[src/rtl/i2c_slave_core.sv]
// ---------------------------------------------------------------------------
// i2c_slave_core
// I2C target responder. SCL/SDA are oversampled on clk, START / repeated
// START / STOP are detected, a 7-bit address is matched and ACKed, received
// bytes are handed to local logic, and (optionally) master-read bytes are
// served. SDA is open-drain style: sda_o = 0 pulls low, 1 releases.
//
// Optional feature macro: I2C_SLAVE_READ_EN
//   defined   : master-read path (TX_DATA / TX_ACK, tx_req) is built.
//   undefined : address with R/W=1 is NACKed, tx_req tied 0, tx_data unused.
//
// Ports
//   clk, rst_n        system clock, async active-low reset
//   enable            1 = respond to bus, 0 = never ACK, stay in IDLE
//   scl_i, sda_i      asynchronous bus inputs
//   sda_o             SDA drive (0 = pull low, 1 = release)
//   rx_data/rx_valid  last received data byte / 1-cycle update pulse
//   tx_data/tx_req    byte to send on master read / 1-cycle latch pulse
//   busy              1 while addressed
//   stop_det          1-cycle pulse on every STOP
// ---------------------------------------------------------------------------
module i2c_slave_core #(
  parameter logic [6:0] SLAVE_ADDR  = 7'h6B,
  parameter int         SYNC_STAGES = 2
) (
  input  logic       clk,
  input  logic       rst_n,
  input  logic       enable,
  input  logic       scl_i,
  input  logic       sda_i,
  output logic       sda_o,
  output logic [7:0] rx_data,
  output logic       rx_valid,
  input  logic [7:0] tx_data,
  output logic       tx_req,
  output logic       busy,
  output logic       stop_det
);

  typedef enum logic [2:0] {
    S_IDLE, S_ADDR, S_ADDR_ACK, S_RX_DATA, S_RX_ACK, S_WAIT_STOP
`ifdef I2C_SLAVE_READ_EN
    , S_TX_DATA, S_TX_ACK
`endif
  } state_t;

  // ---------------- synchronizer + history ----------------
  logic [SYNC_STAGES-1:0] r_scl_sync, r_sda_sync;
  logic                   r_scl_d, r_sda_d;
  logic                   w_scl, w_sda;

  // NOTE: sequential state uses non-blocking (<=) so every flop samples the
  // pre-edge value of its neighbours; blocking here would collapse the chain.
  // The synchronizer resets to 1 (idle bus) so reset release never looks
  // like an SDA/SCL falling edge.
  always_ff @(posedge clk or negedge rst_n) begin
    if (!rst_n) begin
      r_scl_sync <= '1;
      r_sda_sync <= '1;
      r_scl_d    <= 1'b1;
      r_sda_d    <= 1'b1;
    end else begin
      r_scl_sync <= {r_scl_sync[SYNC_STAGES-2:0], scl_i};
      r_sda_sync <= {r_sda_sync[SYNC_STAGES-2:0], sda_i};
      r_scl_d    <= w_scl;
      r_sda_d    <= w_sda;
    end
  end

  assign w_scl = r_scl_sync[SYNC_STAGES-1];
  assign w_sda = r_sda_sync[SYNC_STAGES-1];

  logic w_scl_rise, w_scl_fall, w_start, w_stop;
  assign w_scl_rise = w_scl & ~r_scl_d;
  assign w_scl_fall = ~w_scl & r_scl_d;
  // SCL must be high in both samples: an SDA edge coinciding with an SCL
  // edge is a data change during SCL low, not a bus condition.
  assign w_start    = w_scl & r_scl_d &  r_sda_d & ~w_sda;
  assign w_stop     = w_scl & r_scl_d & ~r_sda_d &  w_sda;

  // ---------------- FSM state and datapath registers ----------------
  state_t     r_state, w_state_nxt;
  logic [2:0] r_cnt, w_cnt_nxt;
  logic [7:0] r_shift, w_shift_nxt, w_shift_in;
  logic       r_done, w_done_nxt;   // 8th rise of the current byte seen
  logic       r_sda_o, w_sda_o_nxt;
  logic [7:0] r_rx_data, w_rx_data_nxt;
  logic       r_rx_valid, w_rx_valid_nxt;
  logic       r_busy, w_busy_nxt;
  logic       r_stop_det, w_stop_det_nxt;
  logic       w_addr_ok;

  assign w_shift_in = {r_shift[6:0], w_sda};

`ifdef I2C_SLAVE_READ_EN
  logic [7:0] r_tx, w_tx_nxt;
  logic       r_tx_req, w_tx_req_nxt;
  assign w_addr_ok = (r_shift[7:1] == SLAVE_ADDR);
`else
  // Without the read path, R/W=1 is not a permitted direction.
  assign w_addr_ok = (r_shift[7:1] == SLAVE_ADDR) && !r_shift[0];
`endif

  always_ff @(posedge clk or negedge rst_n) begin
    if (!rst_n) begin
      r_state    <= S_IDLE;
      r_cnt      <= 3'd7;
      r_shift    <= '0;
      r_done     <= 1'b0;
      r_sda_o    <= 1'b1;
      r_rx_data  <= '0;
      r_rx_valid <= 1'b0;
      r_busy     <= 1'b0;
      r_stop_det <= 1'b0;
`ifdef I2C_SLAVE_READ_EN
      r_tx       <= '0;
      r_tx_req   <= 1'b0;
`endif
    end else begin
      r_state    <= w_state_nxt;
      r_cnt      <= w_cnt_nxt;
      r_shift    <= w_shift_nxt;
      r_done     <= w_done_nxt;
      r_sda_o    <= w_sda_o_nxt;
      r_rx_data  <= w_rx_data_nxt;
      r_rx_valid <= w_rx_valid_nxt;
      r_busy     <= w_busy_nxt;
      r_stop_det <= w_stop_det_nxt;
`ifdef I2C_SLAVE_READ_EN
      r_tx       <= w_tx_nxt;
      r_tx_req   <= w_tx_req_nxt;
`endif
    end
  end

  always_comb begin
    // NOTE: every combinational output gets a default first, so no path
    // through the case below can leave a value unassigned (no latches).
    w_state_nxt    = r_state;
    w_cnt_nxt      = r_cnt;
    w_shift_nxt    = r_shift;
    w_done_nxt     = r_done;
    w_sda_o_nxt    = r_sda_o;
    w_rx_data_nxt  = r_rx_data;
    w_rx_valid_nxt = 1'b0;
    w_busy_nxt     = r_busy;
    w_stop_det_nxt = 1'b0;
`ifdef I2C_SLAVE_READ_EN
    w_tx_nxt       = r_tx;
    w_tx_req_nxt   = 1'b0;
`endif

    if (w_stop) begin
      w_state_nxt    = S_IDLE;
      w_cnt_nxt      = 3'd7;
      w_done_nxt     = 1'b0;
      w_sda_o_nxt    = 1'b1;
      w_busy_nxt     = 1'b0;
      w_stop_det_nxt = 1'b1;
    end else if (!enable) begin
      w_state_nxt = S_IDLE;
      w_cnt_nxt   = 3'd7;
      w_done_nxt  = 1'b0;
      w_sda_o_nxt = 1'b1;
      w_busy_nxt  = 1'b0;
    end else if (w_start) begin
      w_state_nxt = S_ADDR;
      w_cnt_nxt   = 3'd7;
      w_done_nxt  = 1'b0;
      w_sda_o_nxt = 1'b1;
      w_busy_nxt  = 1'b0;
    end else begin
      case (r_state)
        S_ADDR: begin
          if (w_scl_rise) begin
            w_shift_nxt = w_shift_in;
            if (r_cnt == 3'd0) w_done_nxt = 1'b1;
            else               w_cnt_nxt  = r_cnt - 3'd1;
          end else if (w_scl_fall && r_done) begin
            w_done_nxt = 1'b0;
            w_cnt_nxt  = 3'd7;
            if (w_addr_ok) begin
              w_sda_o_nxt = 1'b0;
              w_busy_nxt  = 1'b1;
              w_state_nxt = S_ADDR_ACK;
            end else begin
              w_sda_o_nxt = 1'b1;
              w_state_nxt = S_WAIT_STOP;
            end
          end
        end
        // r_shift[0] still holds R/W: nothing shifts during the ACK clock.
        S_ADDR_ACK: begin
          if (w_scl_fall) begin
            w_cnt_nxt = 3'd7;
`ifdef I2C_SLAVE_READ_EN
            if (r_shift[0]) begin
              w_tx_nxt     = tx_data;
              w_tx_req_nxt = 1'b1;
              w_sda_o_nxt  = tx_data[7];
              w_state_nxt  = S_TX_DATA;
            end else
`endif
            begin
              w_sda_o_nxt = 1'b1;
              w_state_nxt = S_RX_DATA;
            end
          end
        end
        S_RX_DATA: begin
          if (w_scl_rise) begin
            w_shift_nxt = w_shift_in;
            if (r_cnt == 3'd0) begin
              w_rx_data_nxt  = w_shift_in;
              w_rx_valid_nxt = 1'b1;
              w_done_nxt     = 1'b1;
            end else begin
              w_cnt_nxt = r_cnt - 3'd1;
            end
          end else if (w_scl_fall && r_done) begin
            w_done_nxt  = 1'b0;
            w_sda_o_nxt = 1'b0;
            w_state_nxt = S_RX_ACK;
          end
        end
        S_RX_ACK: begin
          if (w_scl_fall) begin
            w_cnt_nxt   = 3'd7;
            w_sda_o_nxt = 1'b1;
            w_state_nxt = S_RX_DATA;
          end
        end
`ifdef I2C_SLAVE_READ_EN
        // r_tx is shifted left on each fall so the next bit is always r_tx[6].
        S_TX_DATA: begin
          if (w_scl_fall) begin
            if (r_cnt == 3'd0) begin
              w_sda_o_nxt = 1'b1;
              w_state_nxt = S_TX_ACK;
            end else begin
              w_cnt_nxt   = r_cnt - 3'd1;
              w_sda_o_nxt = r_tx[6];
              w_tx_nxt    = {r_tx[6:0], 1'b0};
            end
          end
        end
        S_TX_ACK: begin
          if (w_scl_rise) begin
            if (w_sda) w_state_nxt = S_WAIT_STOP;
            else       w_done_nxt  = 1'b1;
          end else if (w_scl_fall && r_done) begin
            w_done_nxt   = 1'b0;
            w_cnt_nxt    = 3'd7;
            w_tx_nxt     = tx_data;
            w_tx_req_nxt = 1'b1;
            w_sda_o_nxt  = tx_data[7];
            w_state_nxt  = S_TX_DATA;
          end
        end
`endif
        default: ;  // IDLE / WAIT_STOP: released, only START/STOP matter
      endcase
    end
  end

  assign sda_o    = r_sda_o;
  assign rx_data  = r_rx_data;
  assign rx_valid = r_rx_valid;
  assign busy     = r_busy;
  assign stop_det = r_stop_det;

`ifdef I2C_SLAVE_READ_EN
  assign tx_req = r_tx_req;
`else
  logic w_unused_tx;
  assign w_unused_tx = ^tx_data;
  assign tx_req      = 1'b0;
`endif

endmodule

[config.mk]
export PLATFORM = sky130hd
export DESIGN_NAME = i2c_slave_core
export DESIGN_NICKNAME = d
export VERILOG_FILES = /design/src/rtl/i2c_slave_core.sv
export SDC_FILE = /design/constraint.sdc
export NUM_CORES = 1
export LEC_CHECK = 0
export CAP_MARGIN = 10
export CORE_AREA = 8 8 61 63
export CTS_CLUSTER_DIAMETER = 100
export DETAILED_ROUTE_END_ITERATION = 8
export DIE_AREA = 0 0 69 71
export PLACE_DENSITY = 0.81
export REMOVE_ABC_BUFFERS = 1
export SYNTH_ARGS = -nofsm -noshare
export SYNTH_HDL_FRONTEND = slang
export SYNTH_SLANG_ARGS = --single-unit
[constraint.sdc]
create_clock -name clk -period 5.63 [get_ports clk]
set_input_delay 1.4075 -clock clk [delete_from_list [all_inputs] [get_ports clk]]
set_output_delay 1.4075 -clock clk [all_outputs]
set_load 0.01 [all_outputs]
# After elaboration in Yosys (flattened, before gate mapping)
# Cells that the tools add are included.
[classes]
n_addsub = 1
n_eq_ne = 20
mux = 49
bitwise_logic = 13
n_reduce_logical = 12
[op_table]
columns = ["cell", "count"]
rows = [
  ["$mux 3", 17],
  ["$mux 1", 29],
  ["$ne 5x5->1 const B", 5],
  ["$pmux 3 s3", 2],
  ["$ne 4x1->1 const B", 3],
  ["$reduce_and 6->1", 2],
  ["$ne 5x2->1 const B", 2],
  ["$ne 4x2->1 const B", 2],
  ["$reduce_and 4->1", 2],
  ["$and 1x1->1", 7],
  ["$eq 7x7->1 const B", 1],
  ["$eq 3x2->1 const B", 2],
  ["$ne 6x2->1 const B", 1],
  ["$ne 6x6->1 const B", 1],
  ["$not 1->1", 6],
  ["$ne 5x1->1 const B", 1],
  ["$reduce_and 5->1", 1],
  ["$reduce_or 2->1", 2],
  ["$eq 3x1->1 const B", 1],
  ["$eq 3x3->1 const B", 1],
  ["$logic_not 3->1", 1],
  ["$pmux 1 s3", 1],
  ["$reduce_and 3->1", 1],
  ["$sub 3x1->3 const B", 1],
  ["2 further kinds", 3],
]
[word_totals]
reg_bits = 33
out_inout_bits = 13
word_cells = 108

# Depth between registers and ports, before layout
# Gate-level depths: netlist of run 1.
[depth]
word_depth = 9
mapped_depth = 6

# Worst setup path before layout of run 1
# No wires, ideal clock.
[synth_timing]
path_kind = "input port to flip-flop"
from = "in enable"
to = "reg r_cnt[0]"
setup_time_ps = 82
t_arrival_ps = 2485
required_time_ps = 5548
slack_ps = 3063
path_stages = 5
cell_sequence = "and3_1 -> a22oi_1 -> o32ai_1 -> or3_1 -> mux2_2"
[synth_between]
elab_chain_cells = 2
[synth_lines]
columns = ["element", "line_no", "source"]
rows = [
  ["start: declaration", "28", "input logic enable,"],
  ["$ne 6x6->1 (no source line), or another cell as far along", "-", ""],
  ["$reduce_and 4->1 (no source line) / $mux 3 (equally long branches)", "-", ""],
  ["end signal: assignment", "121", "r_cnt <= w_cnt_nxt;"],
  ["end: declaration", "83", "logic [2:0] r_cnt, w_cnt_nxt;"],
]
# Parallel ways exist; a longest one is shown, timed or not.
# A chain may end at the register's enable or synchronous reset.

# Final worst setup path of run 1
# Ends and elaborated chain as after synthesis.

==> impl_metrics.toml, run 1 <==
[sta]
maxSlewViolCount = 0
hold_viol = 0
period_minus_slack_ps = 2990
fin_skew_ps = 6.73
finalCritPeriodShare = 0.531
layout_setup_ws_ps = 2640
setup_tns_ps = 0
tightest_slew_ps = 607
finalSetupViolCount = 0
rsz0062_at_grt = "no"
maxSlewHeadroom = 0.594
hold_slack_ps = 362
max_freq_ghz = 0.334

[cells_and_area]
syn_to_final_growth_pct = 16.8
final_cells = 176
diodes = 0
final_nets = 157
drive_gt1_frac = 0.273

[global_route]
antenna_found_initial = 0
track_usage = 0.109
grt_max_degree = 34
grt-ovfl-total = 0
grt_pass1_vias = 1034
grt_pass1_wl_mm = 4.44

[die]
num_rows = 20
die_area_um2 = 4900
chipWidth_um = 69
pin_count = 26
initial_core_util = 0.517
coreArea_um2 = 2850
die_y_um = 71

[cts]
cts-buffers-inserted = 5
clk_pin_slew_worst_paths_ps = 100
post_cts_buffers = 0
cts_root_buffer = "clkbuf_4"
htreeDepth = 2
cts.sinks = 33
post_cts_resized = 0
worstSkewPairLatency_ps = 330
cts-hold-fix-buffers = 0
clockBufferDepth = 2
cts_tree = "done"

[power_and_ir_drop]
p_per_area_nw_per_um2 = 257
power.leakage_nw = 0.755
peakVddDrop_uv = 236

[yosys]
synthTopCellsByArea = "dfrtp_1 (39%), dfstp_2 (18%), mux2_2 (14%)"
netlist_instances = 120
synth_cell_types = 36
synth_area_um2 = 1470
yosysWarnings = 0
synth_ff_type = "dfrtp_1"
ys_top_cells_by_count = "dfrtp_1 (23), mux2_2 (18), dfstp_2 (10)"
syn_avg_cell_area_um2 = 12.3
yosysSeqAreaShare = 0.569
synth-edff-count = 0
synth_most_common_cell = "dfrtp_1"
yosysTopAreaCellShare = 0.390
synth_area_leader_cell = "dfrtp_1"
ys_ff_latch = 33
synth_async_sr_flop_share = 1.00

[worst_setup_path]
required_ps = 5900
cp.arrival_ps = 3260
endpoint_kind = "flip-flop"
slowest_stage = "clkdlybuf4s50_1"
worstPathMaxFanout = 8
critPathMaxStageDelay_ps = 540
cp_top_family = "simple AND/OR/NAND/NOR gates"
crit_buf_inv = 1
path_cells = "clkdlybuf4s50_1 -> and3_1 -> a22oi_1 -> o32ai_1 -> or3_1 -> mux2_2"
critical_path_class = "primary input to flip-flop"
crit_path_start_kind = "primary input"

[route]
vias = 1005
dr.first_iter.drc_count = 25
vias_per_cell = 5.71
drcViolationCount = 0
routed_wl_mm = 2.61
ant_nets = 0
first_pass_iters = 5
wl_per_cell_um = 14.8

[placed_design]
dpl_worst_slack_ps = 2320
port_buffers = 16
placed_cells_incl_taps = 168
place_congestion = 0.934
dp.final_hpwl_mm = 1.87

[job]
drv_cap = 0

[outcome]
outcome = "completed"

[worst_hold_path]
hp-class = "flip-flop to flip-flop"
[worst register-to-register path: stages (launching register included)]
cell     delay, ps
dfstp_2        590
xnor2_1        200
o21ai_1        230
a211o_1        350
or3_1          340
mux2_2         270
[sequential cells by signal (all words and copies together) (netlist names)]
register and flops:
r_sda_sync 2, r_state 3, r_scl_sync 2, rx_valid 1
r_cnt 3, r_shift 8, r_sda_d 1, r_scl_d 1
r_done 1, sda_o 1, stop_det 1, rx_data 8
busy 1
[path summary, 6_finish.rpt]
kind	start	slack (ps)	cells past startpoint	to
setup / recovery	enable	2640	6	r_cnt[0]$_DFFE_PN1P_
hold / removal	r_scl_sync[0]$_DFF_PN1_	360	0	r_scl_sync[1]$_DFF_PN1_
setup reg to reg	r_sda_sync[1]$_DFF_PN1_	3580	5	r_cnt[0]$_DFFE_PN1P_
hold reg to reg	r_scl_sync[0]$_DFF_PN1_	360	0	r_scl_sync[1]$_DFF_PN1_
max in group asynchronous	rst_n	3840	2	r_sda_d$_DFF_PN1_
min in group asynchronous	rst_n	1460	2	r_state[2]$_DFFE_PN0P_
[power by group]
part	switching, mW	internal (mW)
combinational	0.0241	0.0234
sequential	0.0153	0.255
clock	0.0775	0.0475
total	0.117	0.326
[logic make-up after synthesis]
group,share of synthesized area
muxes,0.138
AOI/OAI and AO/OA,0.115
xor gates and xnor gates,0.0119
adders and majority gates,0.0170
other,0.00254
DFF,0.569
and+or+nand+nor,0.123
buffers and inverters,0.0238
[metal layers]
metal  wire (um)  track usage  vias up  part of all wire
met5           0            0        -                 0
met4          48       0.0478        0             0.018
met3         169       0.0503        7             0.065
met2        1320        0.192       30              0.51
met1        1070        0.109      491              0.41
li1            -            -      477                 -
[cell type report]
type                    count  area, um^2
clock inverters             2        10.0
clock buffers               6        41.3
repair buffers             17         168
well taps                  33        41.3
multi-input cells          79         601
flip-flops and latches     33         838
inverters                   6        22.5
fillers                   248        1130
[through the flow]
step	power, mW	area, um^2	utilization
2_1_floorplan	0.303	1460	-
3_3_place_gp	0.319	1670	0.586
3_5_place_dp	0.322	1670	0.586
4_1_cts	0.449	1720	0.604
5_1_grt	0.465	1720	0.604
6_report	0.443	1720	0.604
[cell usage in the layout, fill, tap and decap left out, drive strengths merged, types with 3 or more instances in the layout]
| cell | instances |
|---|---|
| dfstp | 10 |
| clkdlybuf4s50 | 16 |
| mux2 | 18 |
| a211oi | 3 |
| nor2b | 4 |
| inv | 6 |
| o21ai | 5 |
| a21oi | 6 |
| nand2 | 5 |
| dfrtp | 23 |
| nor2 | 6 |
| clkbuf | 6 |
| a31oi | 3 |
| nand2b | 4 |
(Power assumes the default switching activity.)
==> run 2: changes to the inputs <==
--- a/config.mk
+++ b/config.mk
@@ -6,11 +6,11 @@
 export NUM_CORES = 1
 export LEC_CHECK = 0
 export CAP_MARGIN = 10
-export CORE_AREA = 8 8 61 63
+export CORE_AREA = 8 8 63 65
 export CTS_CLUSTER_DIAMETER = 100
 export DETAILED_ROUTE_END_ITERATION = 8
-export DIE_AREA = 0 0 69 71
-export PLACE_DENSITY = 0.81
+export DIE_AREA = 0 0 71 73
+export PLACE_DENSITY = 0.76
 export REMOVE_ABC_BUFFERS = 1
 export SYNTH_ARGS = -nofsm -noshare
 export SYNTH_HDL_FRONTEND = slang
==> constraint.sdc (replaced) <==
create_clock -name clk -period 3.06 [get_ports clk]
set_input_delay 0.765 -clock clk [delete_from_list [all_inputs] [get_ports clk]]
set_output_delay 0.765 -clock clk [all_outputs]
set_load 0.01 [all_outputs]
==> run 2 against run 1 <==
Compared with the run above: cell count grew 0.57%; sequential power grew 84%; worst setup slack lost 1900 ps; non-clock buffer count grew 1; wire length shrank 0.88%; flip-flop and latch count is the same; first-iteration DRC count grew to 2.8 times the previous value; global-route usage is essentially flat; critical endpoint unchanged.
==> impl_metrics.toml, run 2 (synthesized netlist as in run 1, its figures left out) <==
[outcome]
outcome = "completed"

[route]
top_layer_used = "met4"
first_pass_iters = 4
drcViolationCount = 0
routedLengthMet1_mm = 1.16
vias_per_cell = 5.73
met3_length_um = 152
routed_wl_mm = 2.58
wl_per_cell_um = 14.6
vias = 1014
dr.first_iter.drc_count = 70
wl_met2_mm = 1.23
ant_nets = 0

[sta]
setup_tns_ps = 0
hold_viol = 0
hold_slack_ps = 362
max_freq_ghz = 0.429
finalSetupViolCount = 0
fin_skew_ps = 7.71
period_minus_slack_ps = 2330
finalCritPeriodShare = 0.761
maxSlewViolCount = 0
rsz0062_at_grt = "no"

[cells_and_area]
mostFrequentLayoutCells = "dfrtp_1 (23), mux2_2 (18), clkdlybuf4s50_1 (16)"
syn_to_final_growth_pct = 19.9
final_cells = 177
drive_gt1_frac = 0.285
fin_util = 0.598
nFillCells = 237
final_nets = 158
final_common_cell = "dfrtp_1"
diodes = 0

[cts]
cts.sinks = 33
cts_root_buffer = "clkbuf_4"
worstSkewPairLatency_ps = 330
clockBufferDepth = 2
htreeDepth = 2
cts-hold-fix-buffers = 0
clk_pin_slew_worst_paths_ps = 100
post_cts_buffers = 0
post_cts_resized = 0
cts-buffers-inserted = 5
cts_tree = "done"

[placed_design]
placed_cells_incl_taps = 169
place_congestion = 0.913
dp.final_hpwl_mm = 1.84
port_buffers = 16

[worst_setup_path]
worstReg2RegStart = "r_sda_sync[1]$_DFF_PN1_"
path_cells = "clkdlybuf4s50_1 -> and3_1 -> a22oi_1 -> o32ai_1 -> or3_1 -> mux2_2"
critical_path_class = "primary input to flip-flop"
cp.arrival_ps = 2590
endpoint_kind = "flip-flop"
r2r-end = "r_cnt[0]$_DFFE_PN1P_"
rr_worst_depth = 5
critPathMaxStageDelay_ps = 540
worstPathMaxFanout = 8
slowest_stage = "clkdlybuf4s50_1"
crit_path_start_kind = "primary input"
ff2ff_setup_slack_ps = 1020
required_ps = 3320

[die]
num_rows = 20
die_area_um2 = 5180
coreArea_um2 = 2950
pin_count = 26
chipWidth_um = 71
initial_core_util = 0.499
die_y_um = 73

[worst_hold_path]
min-delay-start = "r_scl_sync[0]$_DFF_PN1_"
min_to = "r_scl_sync[1]$_DFF_PN1_"
hp-class = "flip-flop to flip-flop"
hold_depth = 0

[power_and_ir_drop]
peakVddDrop_uv = 341
power.leakage_nw = 0.773
power.total_mw = 0.928
p_per_area_nw_per_um2 = 525

[global_route]
grt-ovfl-total = 0
antenna_found_initial = 0
track_usage = 0.110
grt_max_degree = 34
grt_pass1_wl_mm = 4.46
grt_pass1_vias = 971

[job]
drv_cap = 0
==> run 2: cell type report <==
class,instances,area [um^2],area share
repair buffers,18,175,0.0992
multi-input cells,79,601,0.340
well taps,33,41.3,0.0234
flip-flops and latches,33,838,0.475
clock buffers,6,51.3,0.0290
inverters,6,22.5,0.0127
clock inverters,2,37.5,0.0212
==> run 2: power by group <==
group          switching (mW)  internal (mW)
combinational          0.0435         0.0433
clock                   0.149          0.194
sequential             0.0294          0.469
==> run 2: worst max path at each step <==
stage	start	endpoint	slack (ps)	depth (start not counted)
final	enable	r_cnt[0]$_DFFE_PN1P_	730	6
after global routing	enable	r_cnt[0]$_DFFE_PN1P_	650	6
after CTS	enable	r_cnt[0]$_DFFE_PN1P_	770	6
after detailed placement	enable	r_cnt[0]$_DFFE_PN1P_	400	6
after global placement	enable	r_cnt[0]$_DFFE_PN1P_	440	6
after floorplan	enable	r_cnt[0]$_DFFE_PN1P_	1130	5
==> run 2: metrics by stage <==
| stage | instance area (um^2) | setup WS (ps) |
|---|---|---|
| after CTS | 1770 | 769 |
| final | 1770 | 731 |
| after detailed placement | 1680 | 401 |
| after floorplan | 1460 | 1130 |
| after global placement | 1680 | 438 |
| after global routing | 1770 | 648 |
==> run 2: critical path, delay by kind of cell <==
family          cells  cell delay (ps)
compound gates      2              410
buf+inv             1              540
mux                 1              270
simple gates        2              600
==> run 2: per-layer routing <==
layer,track usage,vias up
met4,0.0577,0
met2,0.172,22
li1,-,485
met3,0.0522,6
met1,0.122,501
met5,0,-
==> run 3: changes to the inputs <==
==> constraint.sdc (replaced) <==
create_clock -name clk -period 2.3 [get_ports clk]
set_input_delay 0.575 -clock clk [delete_from_list [all_inputs] [get_ports clk]]
set_output_delay 0.575 -clock clk [all_outputs]
set_load 0.01 [all_outputs]
==> run 3 against run 2 <==
Compared with the run above: clock-buffer cell count grew 1; clock skew about the same; worst setup slack got worse by 440 ps; global-route usage is 0.70 points higher; clock power about the same; cell count up 2.8%; power rose by 22%.
==> impl_metrics.toml, run 3 (synthesized netlist as in run 1, its figures left out) <==
[outcome]
outcome = "completed"

[global_route]
antenna_found_initial = 0
grt_max_degree = 34
grt-ovfl-total = 0
grt_pass1_wl_mm = 4.75
grt_pass1_vias = 1062
track_usage = 0.117

[cells_and_area]
syn_to_final_growth_pct = 20.6
final_area_um2 = 1780
mostFrequentLayoutCells = "dfrtp_1 (23), mux2_2 (18), clkdlybuf4s50_1 (16)"
final_nets = 163
drive_gt1_frac = 0.302
diodes = 0
final_common_cell = "dfrtp_1"

[cts]
cts_tree = "done"
clockBufferDepth = 2
post_cts_resized = 0
cts.sinks = 33
cts-buffers-inserted = 5
cts_root_buffer = "clkbuf_4"
htreeDepth = 2
clk_pin_slew_worst_paths_ps = 100
worstSkewPairLatency_ps = 330
cts-hold-fix-buffers = 0
post_cts_buffers = 0

[worst_setup_path]
r2r-end = "r_cnt[0]$_DFFE_PN1P_"
crit_path_start_kind = "primary input"
ff2ff_setup_slack_ps = 300
worstPathMaxFanout = 5
cp_top_family = "simple AND/OR/NAND/NOR gates"
worstReg2RegStart = "r_scl_d$_DFF_PN1_"
path_cells = "clkdlybuf4s50_1 -> and3_1 -> a22oi_1 -> o32ai_1 -> or3_1 -> mux2_2"
critPathLaunch = "enable"
required_ps = 2570
endpoint_kind = "flip-flop"
critical_path_class = "primary input to flip-flop"
rr_worst_depth = 5
crit_buf_inv = 1
slowest_stage = "clkdlybuf4s50_1"
cp.arrival_ps = 2280
critPathMaxStageDelay_ps = 480

[route]
routed_wl_mm = 2.65
vias = 1018
top_layer_used = "met4"
ant_nets = 0
dr.first_iter.drc_count = 43
drcViolationCount = 0
first_pass_iters = 4
vias_per_cell = 5.59
routedLengthMet1_mm = 1.14
wl_per_cell_um = 14.6
wl_met2_mm = 1.30
met3_length_um = 139

[die]
initial_core_util = 0.499
chipWidth_um = 71
die_y_um = 73
pin_count = 26
die_area_um2 = 5180
num_rows = 20
coreArea_um2 = 2950

[worst_hold_path]
min-delay-start = "r_sda_sync[0]$_DFF_PN1_"
hp-class = "flip-flop to flip-flop"
min_to = "r_sda_sync[1]$_DFF_PN1_"
hold_depth = 0

[sta]
setup_tns_ps = 0
rsz0062_at_grt = "no"
max_freq_ghz = 0.498
period_minus_slack_ps = 2010
finalSetupViolCount = 0
finalCritPeriodShare = 0.873
maxSlewViolCount = 0
hold_viol = 0
fin_skew_ps = 8.01

[placed_design]
port_buffers = 16
place_congestion = 0.903
dpl-instance-area_um2 = 1720
dp.final_hpwl_mm = 1.93

[job]
drv_cap = 0

[power_and_ir_drop]
p_switching_mw = 0.294
p_per_area_nw_per_um2 = 637
combPwrFrac = 0.111
peakVddDrop_uv = 471
power.leakage_nw = 0.785
swShare = 0.260
power_frac_seq = 0.586
p_clk_frac = 0.303
intPower_mw = 0.838
[run 3: changes by cell type in the layout (fill, tap and decap cells not counted)]
cell       delta
buf_4         +5
bufinv_16     -1
clkbuf_1      +1
[run 3: how the worst max path moves through the flow]
stage,cells past startpoint,endpoint
after detailed placement,6,r_cnt[0]$_DFFE_PN1P_
after global placement,6,r_cnt[0]$_DFFE_PN1P_
after global routing,5,r_cnt[0]$_DFFE_PN1P_
after CTS,1,sda_o
after floorplan,5,r_cnt[0]$_DFFE_PN1P_
final,6,r_cnt[0]$_DFFE_PN1P_
[run 3: metrics by stage]
step	instances	utilization	total power [mW]	hold slack, ps	setup WS [ps]
after detailed placement	174	0.581	0.800	347	-48.8
after floorplan	118	-	0.742	279	429
after global routing	182	0.602	1.19	364	209
after CTS	182	0.602	1.15	361	298
after global placement	174	0.581	0.790	346	-16.2
final	182	0.602	1.13	359	292
[run 3: power by group through the flow]
stage               combinational [mW]  clock [mW]  sequential (mW)
floorplan                       0.0813           0            0.660
global placement                 0.120           0            0.670
detailed placement               0.126           0            0.674
CTS                              0.127       0.357            0.663
global route                     0.141       0.376            0.670
finish                           0.125       0.343            0.663
[run 3: cell type report]
type / count / area [um^2]
Clock buffer: 7 / 55.1
Sequential cell: 33 / 838
Multi-Input combinational cell: 79 / 601
Timing Repair Buffer: 23 / 213
Tap cell: 33 / 41.3
Inverter: 6 / 22.5
Fill cell: 236 / 1170
Clock inverter: 1 / 7.51
[run 3: per-layer routing]
| metal | up-vias | global-route usage |
|---|---|---|
| met4 | 0 | 0.0693 |
| met3 | 8 | 0.0440 |
| met5 | - | 0 |
| met2 | 24 | 0.194 |
| met1 | 498 | 0.125 |
| li1 | 488 | - |
[run 3: worst register-to-register path, delay by kind of cell, from the launching register on]
family / cells / cell delay [ps]
flip-flops: 1 / 600
multiplexers: 1 / 270
AO/OA/AOI/OAI: 2 / 300
AND/OR/NAND/NOR: 2 / 770
